$ cat src/rtl/reg_cpu_pkg.sv
// Shared types for the reg_cpu register bank: FSM states, per-register access
// kinds and the helper that maps the RO/W1C masks onto an access kind.
package reg_cpu_pkg;

  localparam int unsigned MAX_REGS = 256;
  localparam int unsigned CNT_W    = 4;

  typedef enum logic [1:0] {
    IDLE,
    WAIT,
    ACK,
    HOLD
  } state_e;

  typedef enum logic [1:0] {
    ACC_RW,
    ACC_RO,
    ACC_W1C
  } acc_e;

  // Read-only takes precedence when a register appears in both masks.
  function automatic acc_e acc_type(input logic [MAX_REGS-1:0] ro_mask,
                                    input logic [MAX_REGS-1:0] w1c_mask,
                                    input int unsigned         i);
    if (ro_mask[i]) return ACC_RO;
    if (w1c_mask[i]) return ACC_W1C;
    return ACC_RW;
  endfunction

endpackage

$ cat src/rtl/reg_cpu_addr_decode.sv
// Byte-address decode for the register bank: strips the base, checks stride
// alignment and range, and returns the register index.
module reg_cpu_addr_decode
  import reg_cpu_pkg::*;
#(
  parameter int unsigned     AW          = 32,
  parameter int unsigned     NUM_REGS    = 16,
  parameter logic [AW-1:0]   BASE_ADDR   = '0,
  parameter int unsigned     ADDR_STRIDE = 4,
  parameter int unsigned     IW          = 4
) (
  input  logic [AW-1:0] addr,
  output logic          hit_c,
  output logic [IW-1:0] index_c
);

  localparam int unsigned SHIFT = $clog2(ADDR_STRIDE);

  logic [AW-1:0] offset;
  logic [AW-1:0] quotient;
  logic          aligned;

  // Addresses below the base wrap to huge offsets and fall out of range.
  always_comb begin
    offset   = addr - BASE_ADDR;
    aligned  = (offset & AW'(ADDR_STRIDE - 1)) == '0;
    quotient = offset >> SHIFT;
    hit_c    = aligned && (quotient < AW'(NUM_REGS));
    index_c  = quotient[IW-1:0];
  end

endmodule

$ cat src/rtl/reg_cpu_regbank.sv
// Parametrised reg_cpu bus slave: NUM_REGS registers with RW/RO/W1C access,
// programmable ack latency, decode-miss and we/re collision error reporting.
module reg_cpu_regbank
  import reg_cpu_pkg::*;
#(
  parameter int unsigned         DW          = 32,
  parameter int unsigned         AW          = 32,
  parameter int unsigned         NUM_REGS    = 16,
  parameter logic [AW-1:0]       BASE_ADDR   = '0,
  parameter int unsigned         ADDR_STRIDE = 4,
  parameter int unsigned         WR_LATENCY  = 1,
  parameter int unsigned         RD_LATENCY  = 1,
  parameter logic [NUM_REGS-1:0] RO_MASK     = '0,
  parameter logic [NUM_REGS-1:0] W1C_MASK    = '0,
  parameter logic [DW-1:0]       RESET_VAL   = '0,
  parameter logic [31:0]         MISS_RD_VAL = 32'hDEAD_BEEF
) (
  input  logic                   reg_cpu_clk,
  input  logic                   rst_n,
  input  logic                   reg_cpu_cs,
  input  logic [AW-1:0]          reg_cpu_addr,
  input  logic [DW-1:0]          reg_cpu_wr_data,
  input  logic                   reg_cpu_we,
  input  logic                   reg_cpu_re,
  output logic [DW-1:0]          reg_cpu_rd_data,
  output logic                   reg_cpu_wack,
  output logic                   reg_cpu_rdv,
  output logic                   reg_cpu_err,
  input  logic [NUM_REGS*DW-1:0] hw_ro_in,
  input  logic [NUM_REGS*DW-1:0] hw_set,
  output logic [NUM_REGS*DW-1:0] reg_q,
  output logic                   irq
);

  localparam int unsigned      IW       = (NUM_REGS > 1) ? $clog2(NUM_REGS) : 1;
  localparam logic [DW-1:0]    MISS_VAL = DW'(MISS_RD_VAL);
  localparam logic [CNT_W-1:0] WR_CNT   = CNT_W'(WR_LATENCY - 1);
  localparam logic [CNT_W-1:0] RD_CNT   = CNT_W'(RD_LATENCY - 1);

  state_e           state;
  state_e           state_next;
  logic [CNT_W-1:0] cnt;
  logic [CNT_W-1:0] cnt_next;
  logic             req_c;
  logic             accept_c;
  logic             fire_c;
  logic             wr_commit_c;

  logic             dec_hit_c;
  logic [IW-1:0]    dec_idx_c;

  logic             lat_we;
  logic             lat_err;
  logic             lat_hit;
  logic [IW-1:0]    lat_idx;
  logic [DW-1:0]    lat_wdata;

  logic [NUM_REGS-1:0][DW-1:0] q_all;
  logic [NUM_REGS-1:0][DW-1:0] w1c_view;

  reg_cpu_addr_decode #(
    .AW          (AW),
    .NUM_REGS    (NUM_REGS),
    .BASE_ADDR   (BASE_ADDR),
    .ADDR_STRIDE (ADDR_STRIDE),
    .IW          (IW)
  ) u_decode (
    .addr    (reg_cpu_addr),
    .hit_c   (dec_hit_c),
    .index_c (dec_idx_c)
  );

  assign req_c       = reg_cpu_cs & (reg_cpu_we | reg_cpu_re);
  assign wr_commit_c = fire_c & lat_we & lat_hit;

  // State and latency counter
  always_ff @(posedge reg_cpu_clk or negedge rst_n) begin
    if (!rst_n) begin
      state <= IDLE;
      cnt   <= '0;
    end else begin
      state <= state_next;
      cnt   <= cnt_next;
    end
  end

  // The cycle spent in ACK is the one whose closing edge commits and pulses.
  always_comb begin
    state_next = state;
    cnt_next   = cnt;
    accept_c   = 1'b0;
    fire_c     = 1'b0;
    case (state)
      IDLE: begin
        if (req_c) begin
          accept_c   = 1'b1;
          cnt_next   = reg_cpu_we ? WR_CNT : RD_CNT;
          state_next = (cnt_next == '0) ? ACK : WAIT;
        end
      end
      WAIT: begin
        cnt_next = cnt - CNT_W'(1);
        if (cnt_next == '0) state_next = ACK;
      end
      ACK: begin
        fire_c     = 1'b1;
        state_next = HOLD;
      end
      HOLD: begin
        if (!req_c) state_next = IDLE;
      end
      default: state_next = IDLE;
    endcase
  end

  // Request capture at acceptance; a we&re collision is treated as a write.
  always_ff @(posedge reg_cpu_clk or negedge rst_n) begin
    if (!rst_n) begin
      lat_we    <= 1'b0;
      lat_err   <= 1'b0;
      lat_hit   <= 1'b0;
      lat_idx   <= '0;
      lat_wdata <= '0;
    end else if (accept_c) begin
      lat_we    <= reg_cpu_we;
      lat_err   <= ~dec_hit_c | (reg_cpu_we & reg_cpu_re);
      lat_hit   <= dec_hit_c;
      lat_idx   <= dec_idx_c;
      lat_wdata <= reg_cpu_wr_data;
    end
  end

  // Bus response and interrupt
  always_ff @(posedge reg_cpu_clk or negedge rst_n) begin
    if (!rst_n) begin
      reg_cpu_wack    <= 1'b0;
      reg_cpu_rdv     <= 1'b0;
      reg_cpu_err     <= 1'b0;
      reg_cpu_rd_data <= '0;
      irq             <= 1'b0;
    end else begin
      reg_cpu_wack <= fire_c & lat_we;
      reg_cpu_rdv  <= fire_c & ~lat_we;
      reg_cpu_err  <= fire_c & lat_err;
      irq          <= |w1c_view;
      if (fire_c && !lat_we) begin
        reg_cpu_rd_data <= lat_hit ? q_all[lat_idx] : MISS_VAL;
      end
    end
  end

  for (genvar i = 0; i < NUM_REGS; i++) begin : g_reg
    localparam acc_e ACC = acc_type(MAX_REGS'(RO_MASK), MAX_REGS'(W1C_MASK), i);

    logic sel_c;
    assign sel_c = wr_commit_c && (lat_idx == IW'(i));

    if (ACC == ACC_RO) begin : g_ro
      logic unused_in;
      assign unused_in   = ^{hw_set[i*DW +: DW], sel_c};
      assign q_all[i]    = hw_ro_in[i*DW +: DW];
      assign w1c_view[i] = '0;
    end else if (ACC == ACC_W1C) begin : g_w1c
      logic [DW-1:0] q;
      logic          unused_in;
      assign unused_in = ^hw_ro_in[i*DW +: DW];
      // Hardware set wins over a simultaneous software clear.
      always_ff @(posedge reg_cpu_clk or negedge rst_n) begin
        if (!rst_n) q <= '0;
        else        q <= (q & ~({DW{sel_c}} & lat_wdata)) | hw_set[i*DW +: DW];
      end
      assign q_all[i]    = q;
      assign w1c_view[i] = q;
    end else begin : g_rw
      logic [DW-1:0] q;
      logic          unused_in;
      assign unused_in = ^{hw_ro_in[i*DW +: DW], hw_set[i*DW +: DW]};
      always_ff @(posedge reg_cpu_clk or negedge rst_n) begin
        if (!rst_n)     q <= RESET_VAL;
        else if (sel_c) q <= lat_wdata;
      end
      assign q_all[i]    = q;
      assign w1c_view[i] = '0;
    end
  end

  assign reg_q = q_all;

endmodule

$ cat config.mk
export PLATFORM = sky130hd
export DESIGN_NAME = reg_cpu_regbank
export DESIGN_NICKNAME = d
export VERILOG_FILES = /design/src/rtl/reg_cpu_pkg.sv /design/src/rtl/reg_cpu_addr_decode.sv /design/src/rtl/reg_cpu_regbank.sv
export SDC_FILE = /design/constraint.sdc
export NUM_CORES = 1
export LEC_CHECK = 0
export CORE_AREA = 2 2 646 648
export DETAILED_ROUTE_END_ITERATION = 12
export DIE_AREA = 0 0 648 650
export PLACE_DENSITY = 0.34
export SYNTH_ARGS = -nofsm -noshare
export SYNTH_HDL_FRONTEND = slang
export SYNTH_HIERARCHICAL = 1
export SYNTH_SLANG_ARGS = --single-unit
$ cat constraint.sdc
create_clock -name reg_cpu_clk -period 2.8 [get_ports reg_cpu_clk]
set_clock_uncertainty 0.15 [all_clocks]
set_input_delay 0.42 -clock reg_cpu_clk [delete_from_list [all_inputs] [get_ports reg_cpu_clk]]
set_output_delay 0.42 -clock reg_cpu_clk [all_outputs]
set_load 0.1 [all_outputs]
==> results.json <==
{
  "status": "complete, no violations",
  "cts.htree.levels": 3,
  "final_layout_size_suffix_gt1_share_pct": 58.5,
  "die-area_sq_um": 421000,
  "postSynthAreaPerCell_sq_um": 15.5,
  "finish.cell_count_without_fillers": 7967,
  "clock_tree.root_cell": "sky130_fd_sc_hd__clkbuf_16",
  "starting_density_of_the_core_pct": 6.42,
  "grt_remaining_overflow": 0,
  "design.portCount": 1641,
  "worst_path_top_cell_family_by_delay": "simple AND/OR/NAND/NOR gates",
  "slew_headroom_pct": 33.3,
  "syn_nets": 2815,
  "grt_start_max_net_pins": 69,
  "dr_total_vias": 18900,
  "synth_enable_flop_cells": 0,
  "grt_pass1_vias": 20200,
  "wire_per_inst_um": 23.1,
  "gp_routability_congestion": 0.767,
  "final.fill_count": 47300,
  "cts_inserted_buffers": 82,
  "crit_path_most_repeated_cell": "sky130_fd_sc_hd__buf_12",
  "min_path_cells": 2,
  "syn-instance-count": 1720,
  "firstDrtPassIters": 5,
  "cts.reportedPaths.clkPinSlew_ns": 0.06,
  "yosys_most_used_dff": "sky130_fd_sc_hd__dfrtp_1",
  "dpl.hpwl_mm": 146,
  "setup.worst_path.class": "register to register",
  "finalWirelength_mm": 184,
  "min-delay-path-class": "primary input to register",
  "drt_first_iter_violations": 984,
  "setup.worst_path.end_class": "register",
  "core_region_area_sq_um": 415000,
  "clk_latency_ns": 0.80,
  "worst_path_largest_cell_delay_ns": 0.45,
  "die_w_um": 648,
  "grt_usage_pct": 8.51,
  "critical-path-slowest-cell": "sky130_fd_sc_hd__dfrtp_1",
  "port_buffers": 615,
  "die_height_um": 650,
  "worst-endpoint-arrival_ns": 3.10,
  "drcViolationCount": 0,
  "path_depth": 6,
  "synth-seq-area-share_pct": 55.6,
  "finalMaxSlewViolations": 0,
  "synth.distinct_cells": 53,
  "crit_required_ns": 3.24,
  "antenna_left": 0,
  "synthesis.yosys.warnings": 6,
  "grt_pass1_wl_mm": 233,
  "initial_antenna_violation_count": 20,
  "worst_pin_slew_ns": 1.00,
  "final_net_count": 3504,
  "timing.critical_path.fanout_max": 29,
  "worst_r2r_path_depth": 6,
  "cts-resized-gates": 0,
  "async_reset_ff_share_pct": 100,
  "mappedNetlistArea_sq_um": 26600,
  "vias_per_cell": 2.37,
  "cp_cell_sequence": "and3b_1 -> buf_12 -> nand4b_2 -> nor2_4 -> buf_12 -> mux2_2",
  "reported_leakage_power_nw": 18.2,
  "power.ir.vdd_worst_v": 0.000375,
  "buf_inv_stages_crit_path": 2,
  "layout-area-overhead-vs-synth_pct": 56.8,
  "clock_tree.buffer_depth": 4,
  "core.rowCount": 237,
  "layout_worst_path_cycle_share_pct": 94.8,
  "synth_seq_cells": 592,
  "layout.cells.most_common_list": "sky130_fd_sc_hd__buf_4, sky130_fd_sc_hd__dfrtp_1, sky130_fd_sc_hd__mux2_2",
  "cp-start-kind": "register",
  "max_clock_freq_mhz": 377,
  "unrepaired_setup_endpoints_after_global_routing": "no",
  "numClockSinks": 592,
  "max_cap_violations": 0,
  "tritoncts": "yes",
  "place_inst": 7818,
  "pwr_density_cell_nw_per_um2": 655,
  "finalCriticalPeriod_ns": 2.66,
  "timing_hold_violations_final": 0,
  "final_common_cell": "sky130_fd_sc_hd__buf_4",
  "fin_tns_setup_ns": 0,
  "endpoints_failing_setup": 0
}
==> cell usage after synthesis, drive strengths merged, types with 10 or more instances <==
library cell  instances  area (sq um)
mux2                562          6520
mux4                 87          1960
mux2i                96           961
a211oi               13          97.6
nand2                23          86.3
clkbuf               45           169
o221ai               11          96.3
dfrtp               592         14800
nor2                 46           188
buf                 103           679
a21oi                10          50.1
o22a                 11          96.3
a22oi                15           113
o22ai                13          81.3
o32a                 11           110
nand2b               13          81.3
==> routing by layer <==
metal	GRT usage, %	vias to the layer above	routed length [um]
met3	3.06	158	14600
met4	2.42	6	5940
li1	-	7811	-
met5	0	-	34
met1	9.74	10200	72500
met2	14.8	659	91000
==> path summary, 6_finish.rpt <==
| path | from | endpoint | slack (ns) |
|---|---|---|---|
| setup / recovery | state[0] | g_reg[9].g_rw.q[8] | 0.14 |
| hold / removal | reg_cpu_wr_data[13] | lat_wdata[13] | 0.08 |
| setup reg to reg | state[0] | g_reg[9].g_rw.q[8] | 0.14 |
| hold reg to reg | lat_err | lat_err | 0.34 |
| max in group asynchronous | rst_n | g_reg[13].g_rw.q[19] | 1.04 |
| min in group asynchronous | rst_n | g_reg[0].g_rw.q[9] | 0.34 |
==> power by group <==
part	switching (mW)	total [mW]	leakage, nW	internal [mW]
clock	4.28	10.5	1.27	6.24
combinational	3.67	5.92	8.83	2.25
sequential	1.99	10.9	8.06	8.93
==> worst register-to-register path: cells and delay by family (launching register included) <==
| kind | cells | cell delay (ns) |
|---|---|---|
| and+or+nand+nor | 3 | 0.92 |
| DFF | 1 | 0.45 |
| buffers and inverters | 2 | 0.50 |
| muxes | 1 | 0.45 |
==> sequential cells by signal, summed over array words and instances, names as in the netlist <==
| name | cells |
|---|---|
| lat_err | 1 |
| g.g_rw.q | 512 |
| lat_idx | 4 |
| lat_hit | 1 |
| state | 2 |
| reg_cpu_wack | 1 |
| lat_we | 1 |
| lat_wdata | 32 |
| reg_cpu_rdv | 1 |
| reg_cpu_err | 1 |
| cnt | 4 |
| reg_cpu_rd_data | 32 |
==> cells by family (layout without fill, tap and decap cells) <==
logic type	Yosys count	count (layout)	share of synthesized area, %
multiplexers	745	745	35.4
flip-flops	592	592	55.6
buffers and inverters	152	896	3.24
AND/OR/NAND/NOR	119	119	2.56
AO/OA/AOI/OAI	109	109	3.05
adder cells (fa/ha/maj)	2	2	0.0939
other	1	7	0.0141
==> area by class of cell <==
cell class / instances / area [sq um] / area share, %
Inverter: 4 / 15.0 / 0.0360
Tap cell: 5497 / 6880 / 16.5
Clock buffer: 124 / 2400 / 5.75
Timing Repair Buffer: 753 / 6340 / 15.2
Antenna cell: 6 / 15.0 / 0.0360
Clock inverter: 15 / 189 / 0.452
Multi-Input combinational cell: 976 / 11100 / 26.6
Sequential cell: 592 / 14800 / 35.5
==> what timing repair did <==
| action | in CTS | in global routing |
|---|---|---|
| hold endpoints to repair | 385 | 0 |
| hold buffers | 4 | 0 |
| setup buffers | 0 | 0 |
==> metrics by stage <==
step	instance area (sq um)	power [mW]	setup slack [ns]	hold WS (ns)	util, %
final	41800	27.4	0.144	0.0845	10.1
after global routing	41700	28.6	0.0171	0.0373	10.1
after CTS	41700	28.1	0.0258	0.000413	10.1
after detailed placement	39100	17.3	-0.0646	0.246	9.43
after global placement	39100	17.3	-0.0647	0.239	9.43
after floorplan	26600	13.2	0.710	-0.0256	-
Note: power is estimated with default switching activity, not from simulation.
